==> config.mk <==
export PLATFORM = sky130hd
export DESIGN_NAME = fnd_mode_ctrl
export DESIGN_NICKNAME = d
export VERILOG_FILES = /design/src/rtl/fnd_mode_ctrl.sv
export SDC_FILE = /design/constraint.sdc
export NUM_CORES = 1
export LEC_CHECK = 0
export ABC_AREA = 1
export CORE_ASPECT_RATIO = 0.8
export CORE_MARGIN = 5
export CORE_UTILIZATION = 55
export CTS_BUF_LIST = sky130_fd_sc_hd__clkbuf_8 sky130_fd_sc_hd__clkbuf_16
export DETAILED_ROUTE_END_ITERATION = 8
export GPL_ROUTABILITY_DRIVEN = 0
export PLACE_DENSITY_LB_ADDON = 0.08
export SLEW_MARGIN = 20
export SYNTH_ARGS = -nofsm -noshare
export SYNTH_HDL_FRONTEND = slang
export SYNTH_SLANG_ARGS = --single-unit
==> constraint.sdc <==
create_clock -name clk -period 2.1 [get_ports clk]
set_clock_uncertainty 0.15 [all_clocks]
set_input_delay 0.42 -clock clk [delete_from_list [all_inputs] [get_ports clk]]
set_output_delay 0.42 -clock clk [all_outputs]
set_load 0.05 [all_outputs]
==> src/rtl/fnd_mode_ctrl.sv <==
// Display-mode sequencer for the FND source mux: steps on buttons or a dwell
// timer, blanks the FND on every switch and paces the sensor start pulses.
module fnd_mode_ctrl #(
    parameter int unsigned BLANK_CYCLES = 100_000,
    parameter int unsigned AUTO_DWELL   = 300_000_000,
    parameter int unsigned SR04_PERIOD  = 6_000_000,
    parameter int unsigned DHT11_PERIOD = 200_000_000
) (
    input  logic       clk,
    input  logic       rst_n,
    input  logic       btn_next,
    input  logic       btn_prev,
    input  logic       auto_en,
    output logic [1:0] current_active_mode,
    output logic       fnd_blank,
    output logic       sr04_start,
    output logic       dht11_start
);

    localparam int unsigned TRIG_MAX = (SR04_PERIOD > DHT11_PERIOD) ? SR04_PERIOD : DHT11_PERIOD;
    localparam int BLANK_W = (BLANK_CYCLES > 1) ? $clog2(BLANK_CYCLES) : 1;
    localparam int DWELL_W = $clog2(AUTO_DWELL);
    localparam int TRIG_W  = $clog2(TRIG_MAX);

    localparam logic [BLANK_W-1:0] BLANK_LAST = BLANK_W'(BLANK_CYCLES - 1);
    localparam logic [DWELL_W-1:0] DWELL_LAST = DWELL_W'(AUTO_DWELL - 1);
    localparam logic [TRIG_W-1:0]  SR04_LAST  = TRIG_W'(SR04_PERIOD - 1);
    localparam logic [TRIG_W-1:0]  DHT11_LAST = TRIG_W'(DHT11_PERIOD - 1);

    localparam logic [1:0] MODE_WATCH = 2'b00;
    localparam logic [1:0] MODE_SR04  = 2'b01;
    localparam logic [1:0] MODE_DHT11 = 2'b10;
    localparam logic [1:0] MODE_BAD   = 2'b11;

    typedef enum logic {
        ST_RUN,
        ST_BLANK
    } state_e;

    state_e             state_q, state_d;
    logic [1:0]         mode_q, mode_d;
    logic               blank_q, blank_d;
    logic               sr04_q, sr04_d;
    logic               dht11_q, dht11_d;
    logic [DWELL_W-1:0] dwell_q, dwell_d;
    logic [BLANK_W-1:0] blank_cnt_q, blank_cnt_d;
    logic [TRIG_W-1:0]  trig_cnt_q, trig_cnt_d;

    logic       auto_hit;
    logic       step_req;
    logic       step_back;
    logic [1:0] mode_fwd;
    logic [1:0] mode_rev;
    logic [TRIG_W-1:0] period_last;

    // Both buttons together cancel each other and also veto an auto expiry.
    assign auto_hit    = auto_en && (dwell_q == DWELL_LAST);
    assign step_back   = btn_prev & ~btn_next;
    assign step_req    = (btn_next ^ btn_prev) | (auto_hit & ~(btn_next & btn_prev));
    assign period_last = (mode_q == MODE_SR04) ? SR04_LAST : DHT11_LAST;

    always_comb begin
        mode_fwd = MODE_WATCH;
        mode_rev = MODE_WATCH;
        case (mode_q)
            MODE_WATCH: begin mode_fwd = MODE_SR04;  mode_rev = MODE_DHT11; end
            MODE_SR04:  begin mode_fwd = MODE_DHT11; mode_rev = MODE_WATCH; end
            MODE_DHT11: begin mode_fwd = MODE_WATCH; mode_rev = MODE_SR04;  end
            default:    begin mode_fwd = MODE_WATCH; mode_rev = MODE_WATCH; end
        endcase
    end

    // NOTE: every next-state signal gets a default before any branch, so no
    // path through this block can leave one unassigned and infer a latch.
    always_comb begin
        state_d     = state_q;
        mode_d      = mode_q;
        blank_d     = 1'b0;
        sr04_d      = 1'b0;
        dht11_d     = 1'b0;
        dwell_d     = '0;
        blank_cnt_d = '0;
        trig_cnt_d  = '0;

        if (mode_q == MODE_BAD) begin
            state_d = ST_RUN;
            mode_d  = MODE_WATCH;
        end else begin
            unique case (state_q)
                ST_RUN: begin
                    if (step_req) begin
                        state_d = ST_BLANK;
                        mode_d  = step_back ? mode_rev : mode_fwd;
                        blank_d = 1'b1;
                    end else begin
                        if (auto_en && !auto_hit) begin
                            dwell_d = dwell_q + 1'b1;
                        end
                        if (mode_q != MODE_WATCH) begin
                            if (trig_cnt_q == period_last) begin
                                sr04_d  = (mode_q == MODE_SR04);
                                dht11_d = (mode_q == MODE_DHT11);
                            end else begin
                                trig_cnt_d = trig_cnt_q + 1'b1;
                            end
                        end
                    end
                end
                ST_BLANK: begin
                    if (blank_cnt_q == BLANK_LAST) begin
                        // Entry pulse for the newly displayed sensor.
                        state_d = ST_RUN;
                        sr04_d  = (mode_q == MODE_SR04);
                        dht11_d = (mode_q == MODE_DHT11);
                    end else begin
                        blank_d     = 1'b1;
                        blank_cnt_d = blank_cnt_q + 1'b1;
                    end
                end
                default: state_d = ST_RUN;
            endcase
        end
    end

    // NOTE: state registers use non-blocking assignments so every flop samples
    // the pre-edge values regardless of statement order.
    always_ff @(posedge clk or negedge rst_n) begin
        if (!rst_n) begin
            state_q     <= ST_RUN;
            mode_q      <= MODE_WATCH;
            blank_q     <= 1'b0;
            sr04_q      <= 1'b0;
            dht11_q     <= 1'b0;
            dwell_q     <= '0;
            blank_cnt_q <= '0;
            trig_cnt_q  <= '0;
        end else begin
            state_q     <= state_d;
            mode_q      <= mode_d;
            blank_q     <= blank_d;
            sr04_q      <= sr04_d;
            dht11_q     <= dht11_d;
            dwell_q     <= dwell_d;
            blank_cnt_q <= blank_cnt_d;
            trig_cnt_q  <= trig_cnt_d;
        end
    end

    assign current_active_mode = mode_q;
    assign fnd_blank           = blank_q;
    assign sr04_start          = sr04_q;
    assign dht11_start         = dht11_q;

endmodule

## After elaboration in Yosys (flattened, before gate mapping)

Index checks and enable logic that the tools add are counted.

| operators by class | value |
|---|---|
| equality and inequality tests | 7 |
| muxes and demuxes | 35 |
| add/subtract/negate cells | 3 |
| bitwise logic cells | 8 |
| reduce and logical (&&, ||, !) cells | 7 |

Operator list:

| kind | number |
|---|---|
| two-way mux 28 bit | 6 |
| two-way mux 29 bit | 4 |
| two-way mux 17 bit | 3 |
| adder 29 x 1 -> 29 bit, second input constant | 1 |
| == test 29 bit, second input constant | 1 |
| adder 28 x 1 -> 28 bit, second input constant | 1 |
| == test 28 bit | 1 |
| adder 17 x 1 -> 17 bit, second input constant | 1 |
| == test 17 bit, second input constant | 1 |
| two-way mux 1 bit | 13 |
| two-way mux 2 bit | 4 |
| case mux 2 bit (2 select lines) | 2 |
| case mux 1 bit (2 select lines) | 3 |
| == test 2 bit, second input constant | 2 |
| nonzero test 2 bit | 2 |
| AND 1 bit | 3 |
| NOT 1 bit | 3 |
| == test 2 x 1 -> 1 bit, second input constant | 1 |
| logical AND 1 bit | 2 |
| zero test 2 bit | 1 |
| != test 2 x 1 -> 1 bit, second input constant | 1 |
| AND reduction 2 bit | 1 |
| zero test 1 bit | 1 |
| OR 1 bit | 1 |
| bitwise XOR 1 bit | 1 |

| storage, ports and cells | value |
|---|---|
| word-level logic and storage cells | 67 |
| register bits after elaboration | 79 |
| output and inout port bits | 5 |

## Longest topological paths before layout

| depth | value |
|---|---|
| depth in word-level cells | 8 |
| gate-level depth with buffers | 12 |
| gate-level depth less buffers | 11 |

## Least setup slack after synthesis

OpenSTA, ideal clock, no wires.

| path | value |
|---|---|
| kind | register to register |
| start point | reg mode_q[1] (netlist: current_active_mode[1]) |
| end point | reg trig_cnt_q[10] |
| slack | 0.247 ns |
| cell stages (with the launch flop) | 13 |
| setup time | 0.120 ns |
| clock period less this slack | 1.853 ns |
| arrival | 1.583 ns |
| cells stage by stage | dfrtp_1 > inv_2 > nand2_2 > nand2_1 > o21ai_1 > nand2_1 > nor2_1 > nand3_1 > nand2_1 > inv_2 > nand2_4 > buf_6 > nor2_1 |

| on the way | value |
|---|---|
| cells in the longest elaborated chain, start to end | 8 |

RTL lines:

| what | RTL line | text |
|---|---|---|
| start: declaration | 41 | `logic [1:0] mode_q, mode_d;` |
| start signal: assignment | 139 | `mode_q <= mode_d;` |
| == test 2 x 1 -> 1 bit | 60 | `assign period_last = (mode_q == MODE_SR04) ? SR04_LAST : DHT11_LAST;` |
| two-way mux 28 bit | 60 |  |
| == test 28 bit | 100 | `if (trig_cnt_q == period_last) begin` |
| two-way mux 28 bit | 100 |  |
| two-way mux 28 bit | 99 | `if (mode_q != MODE_WATCH) begin` |
| two-way mux 28 bit | 91 | `if (step_req) begin` |
| two-way mux 28 bit | 89 | `unique case (state_q)` |
| two-way mux 28 bit (*) | 85 | `if (mode_q == MODE_BAD) begin` |
| via trig_cnt_d[10] | 47 | `logic [TRIG_W-1:0] trig_cnt_q, trig_cnt_d;` |
| end signal: assignment | 145 | `trig_cnt_q <= trig_cnt_d;` |
| end: declaration | 47 |  |

The timed path passes the listed nets; every way through them passes the cells marked *.
A chain may end at the register's enable or synchronous reset.

## Final worst setup path

| path | value |
|---|---|
| start point | reg dht11_q (netlist: dht11_start) |
| end point | out dht11_start |

RTL lines:

| what | RTL line | text |
|---|---|---|
| start: declaration | 44 | `logic dht11_q, dht11_d;` |
| start signal: assignment | 142 | `dht11_q <= dht11_d;` |
| end: declaration | 17 | `output logic dht11_start` |

No word-level cell between the ends.

==> run metrics <==
static leakage 0.002000 µW; # diodes 0; Crit path max-delay family buffers and inverters; setup tns final 0 ns; Post-Synthesis Cells 585; Ys Warns 0; CTS Sinks 79; Setup CP Type flop to output port; DR vias/cell 5.188; Max stage delay cell, worst path clkdlybuf4s50_1; post-route minimum period 2.048 ns; crit path DAT 1.48 ns; asr flop ratio synth 100.0%; core outline area 0.007946 mm²; max incr delay on CP 0.80 ns; largest net degree at the start of global routing 45; Worst-Skew Late Latency 0.36 ns; pwr dens 692.7 mW/mm²; worst-case clock buffer depth 2; first-pass GRT wire length 16.35 mm; Seq/Total Area, Yosys 44.13%; WL per Instance 12.92 µm; vias in the first global route 3614; Critical Path Start Type flop; Hold WC Path Type primary input to asynchronous set/reset pin; Ports 10; Peak VDD IR 0.0004420 V; Util after Layout 62.27%; crit-path max FO 1; Port Buffers 9; DP Wirelength 6.819 mm; Net Count, Synth 595; Die ar. 0.01006 mm²; RSZ-0062 raised after global routing no; # rows 29; total routed wirelength 9.266 mm; Root Buffer clkbuf_8; # fillers 710; synth unique cells 31; drt drc 0; top achievable clock speed 488.4 MHz; DR pass1 iterations 5; Syn Std Cell Area 0.004479 mm²; Layout Nets 615; slew margin rel. 66.59%; status completed; Slew Viols, Final 0; CTS buffer count 9; CP cell instances clkdlybuf4s50_1; initial drt markers 184; WP buf/inv 1; Final setup viols 0; Max Cap Violations 0; Reg clk slew, reported paths 0.08 ns; total track usage 19.68%; CP Data Required Time 1.53 ns; Top FF cell, synth dfrtp_1; layout cell share with drive strength beyond 1 9.688%; Die X 110.9 µm; Final Hold Fails 0; Post-synth EDFFs 0; total grt overflow 0; Mean Syn Cell Area 7.657 µm²; Synth Register Bits 79; Setup Buffers After CTS 0; initial antenna violation count 0; Critical Path End Type output port; Final ANT Viol Nets 0; P&R area growth vs syn 10.47%; Least-Margin Pin Slew 0.4996 ns; CTS tree yes; DR vias 3720; DIE HEIGHT 90.72 µm; Period Utilization, post-route 97.50%; H-tree Lvls 3; Initial Util 56.37%
[per-stage QoR]
| step | total power [µW] | hold slack, ns | setup slack, ns | instance area, µm² | cells |
|---|---|---|---|---|---|
| 3_3_place_gp | 2195 | 0.08355 | -0.006382 | 4715 | 701 |
| 2_1_floorplan | 2057 | -0.02559 | 0.2474 | 4479 | 585 |
| 5_1_grt | 3605 | 0.2648 | 0.0006105 | 4949 | 717 |
| 4_1_cts | 3459 | 0.2569 | 0.02658 | 4936 | 717 |
| 6_report | 3428 | 0.2650 | 0.05248 | 4949 | 717 |
| 3_5_place_dp | 2213 | 0.08782 | -0.06180 | 4715 | 701 |
[layer usage]
metal	track usage, %	vias to the layer above	share of wire [%]
met2	30.25	57	44
met5	0	-	0
met1	27.23	1754	51
met3	5.090	13	4.0
met4	6.256	0	1.4
li1	-	1896	-
[cells by family (layout without fill, tap and decap cells)]
kind of cell,count (synthesis),count (layout),share of synthesized area [%]
buffers and inverters,71,95,6.648
adder cells (fa/ha/maj),5,5,1.397
AO/OA/AOI/OAI,23,23,3.100
flip-flops,79,79,44.13
AND/OR/NAND/NOR,363,363,36.12
XOR/XNOR,44,44,8.603
[power breakdown]
group / internal [µW] / total, µW / leakage (µW) / switching [µW]
Clock: 687 / 1230 / 0.000113 / 545
Sequential: 1600 / 1690 / 0.00109 / 81.2
Combinational: 178 / 510 / 0.000801 / 331
Total: 2470 / 3430 / 0.00200 / 958
[sequential cells by signal, summed over array words and instances, names as in the netlist]
name and cells:
trig_cnt_q 28, dwell_q 29, sr04_start 1, fnd_blank 1
dht11_start 1, current_active_mode 2, blank_cnt_q 17
[cell usage after synthesis, types with 5 or more instances]
library cell | count | share of area [%]
nand2_1 | 135 | 11
xor2_1 | 30 | 5.9
ha_1 | 5 | 1.4
nor2_2 | 9 | 1.3
a21oi_1 | 8 | 0.89
nand3_2 | 6 | 1.3
nor3_1 | 49 | 5.5
nand4_1 | 12 | 1.7
nand3_1 | 28 | 3.1
inv_1 | 50 | 4.2
dfrtp_1 | 79 | 44
inv_2 | 12 | 1.0
nor2_1 | 107 | 9.0
xnor2_1 | 14 | 2.7
[final cells by class]
class | count | area [µm²] | share of cell area [%]
Multi-Input combinational cell | 435 | 2213 | 44.73
Sequential cell | 79 | 1977 | 39.95
Inverter | 62 | 232.7 | 4.703
Timing Repair Buffer | 18 | 178.9 | 3.616
Clock buffer | 10 | 137.6 | 2.781
Tap cell | 108 | 135.1 | 2.731
Clock inverter | 5 | 73.82 | 1.492
[timing repair]
action                     4_1_cts  5_1_grt
resized for setup                0        2
hold buffers                     1        0
setup endpoints to repair        0       55
hold endpoints to repair        50        0
[worst register-to-register path, delay by kind of cell, from the launching register on]
| family | cells | cell delay (ns) |
|---|---|---|
| and+or+nand+nor | 7 | 0.80 |
| DFF | 1 | 0.39 |
| buffers and inverters | 1 | 0.25 |
| adders and majority gates | 1 | 0.23 |
[cell usage in the layout, fill, tap and decap left out, types with 9 or more instances in the layout]
| master | n |
|---|---|
| nand2_1 | 135 |
| nor2_1 | 107 |
| dfrtp_1 | 79 |
| inv_1 | 51 |
| nor3_1 | 49 |
| xor2_1 | 30 |
| nand3_1 | 28 |
| xnor2_1 | 14 |
| nand4_1 | 12 |
| inv_2 | 12 |
| clkbuf_8 | 10 |
| nor2_2 | 9 |
| buf_4 | 9 |
[worst paths after layout]
kind / startpoint / to / slack, ns / cells past startpoint
max: dht11_start / dht11_start / 0.05 / 1
min: rst_n / dwell_q[22] / 0.26 / 2
max reg2reg: dwell_q[0] / dwell_q[18] / 0.17 / 9
min reg2reg: trig_cnt_q[0] / trig_cnt_q[0] / 0.32 / 1
max in group asynchronous: rst_n / trig_cnt_q[9] / 0.96 / 3
min in group clk: trig_cnt_q[0] / trig_cnt_q[0] / 0.32 / 1
Power figures use the tool's default switching activity.
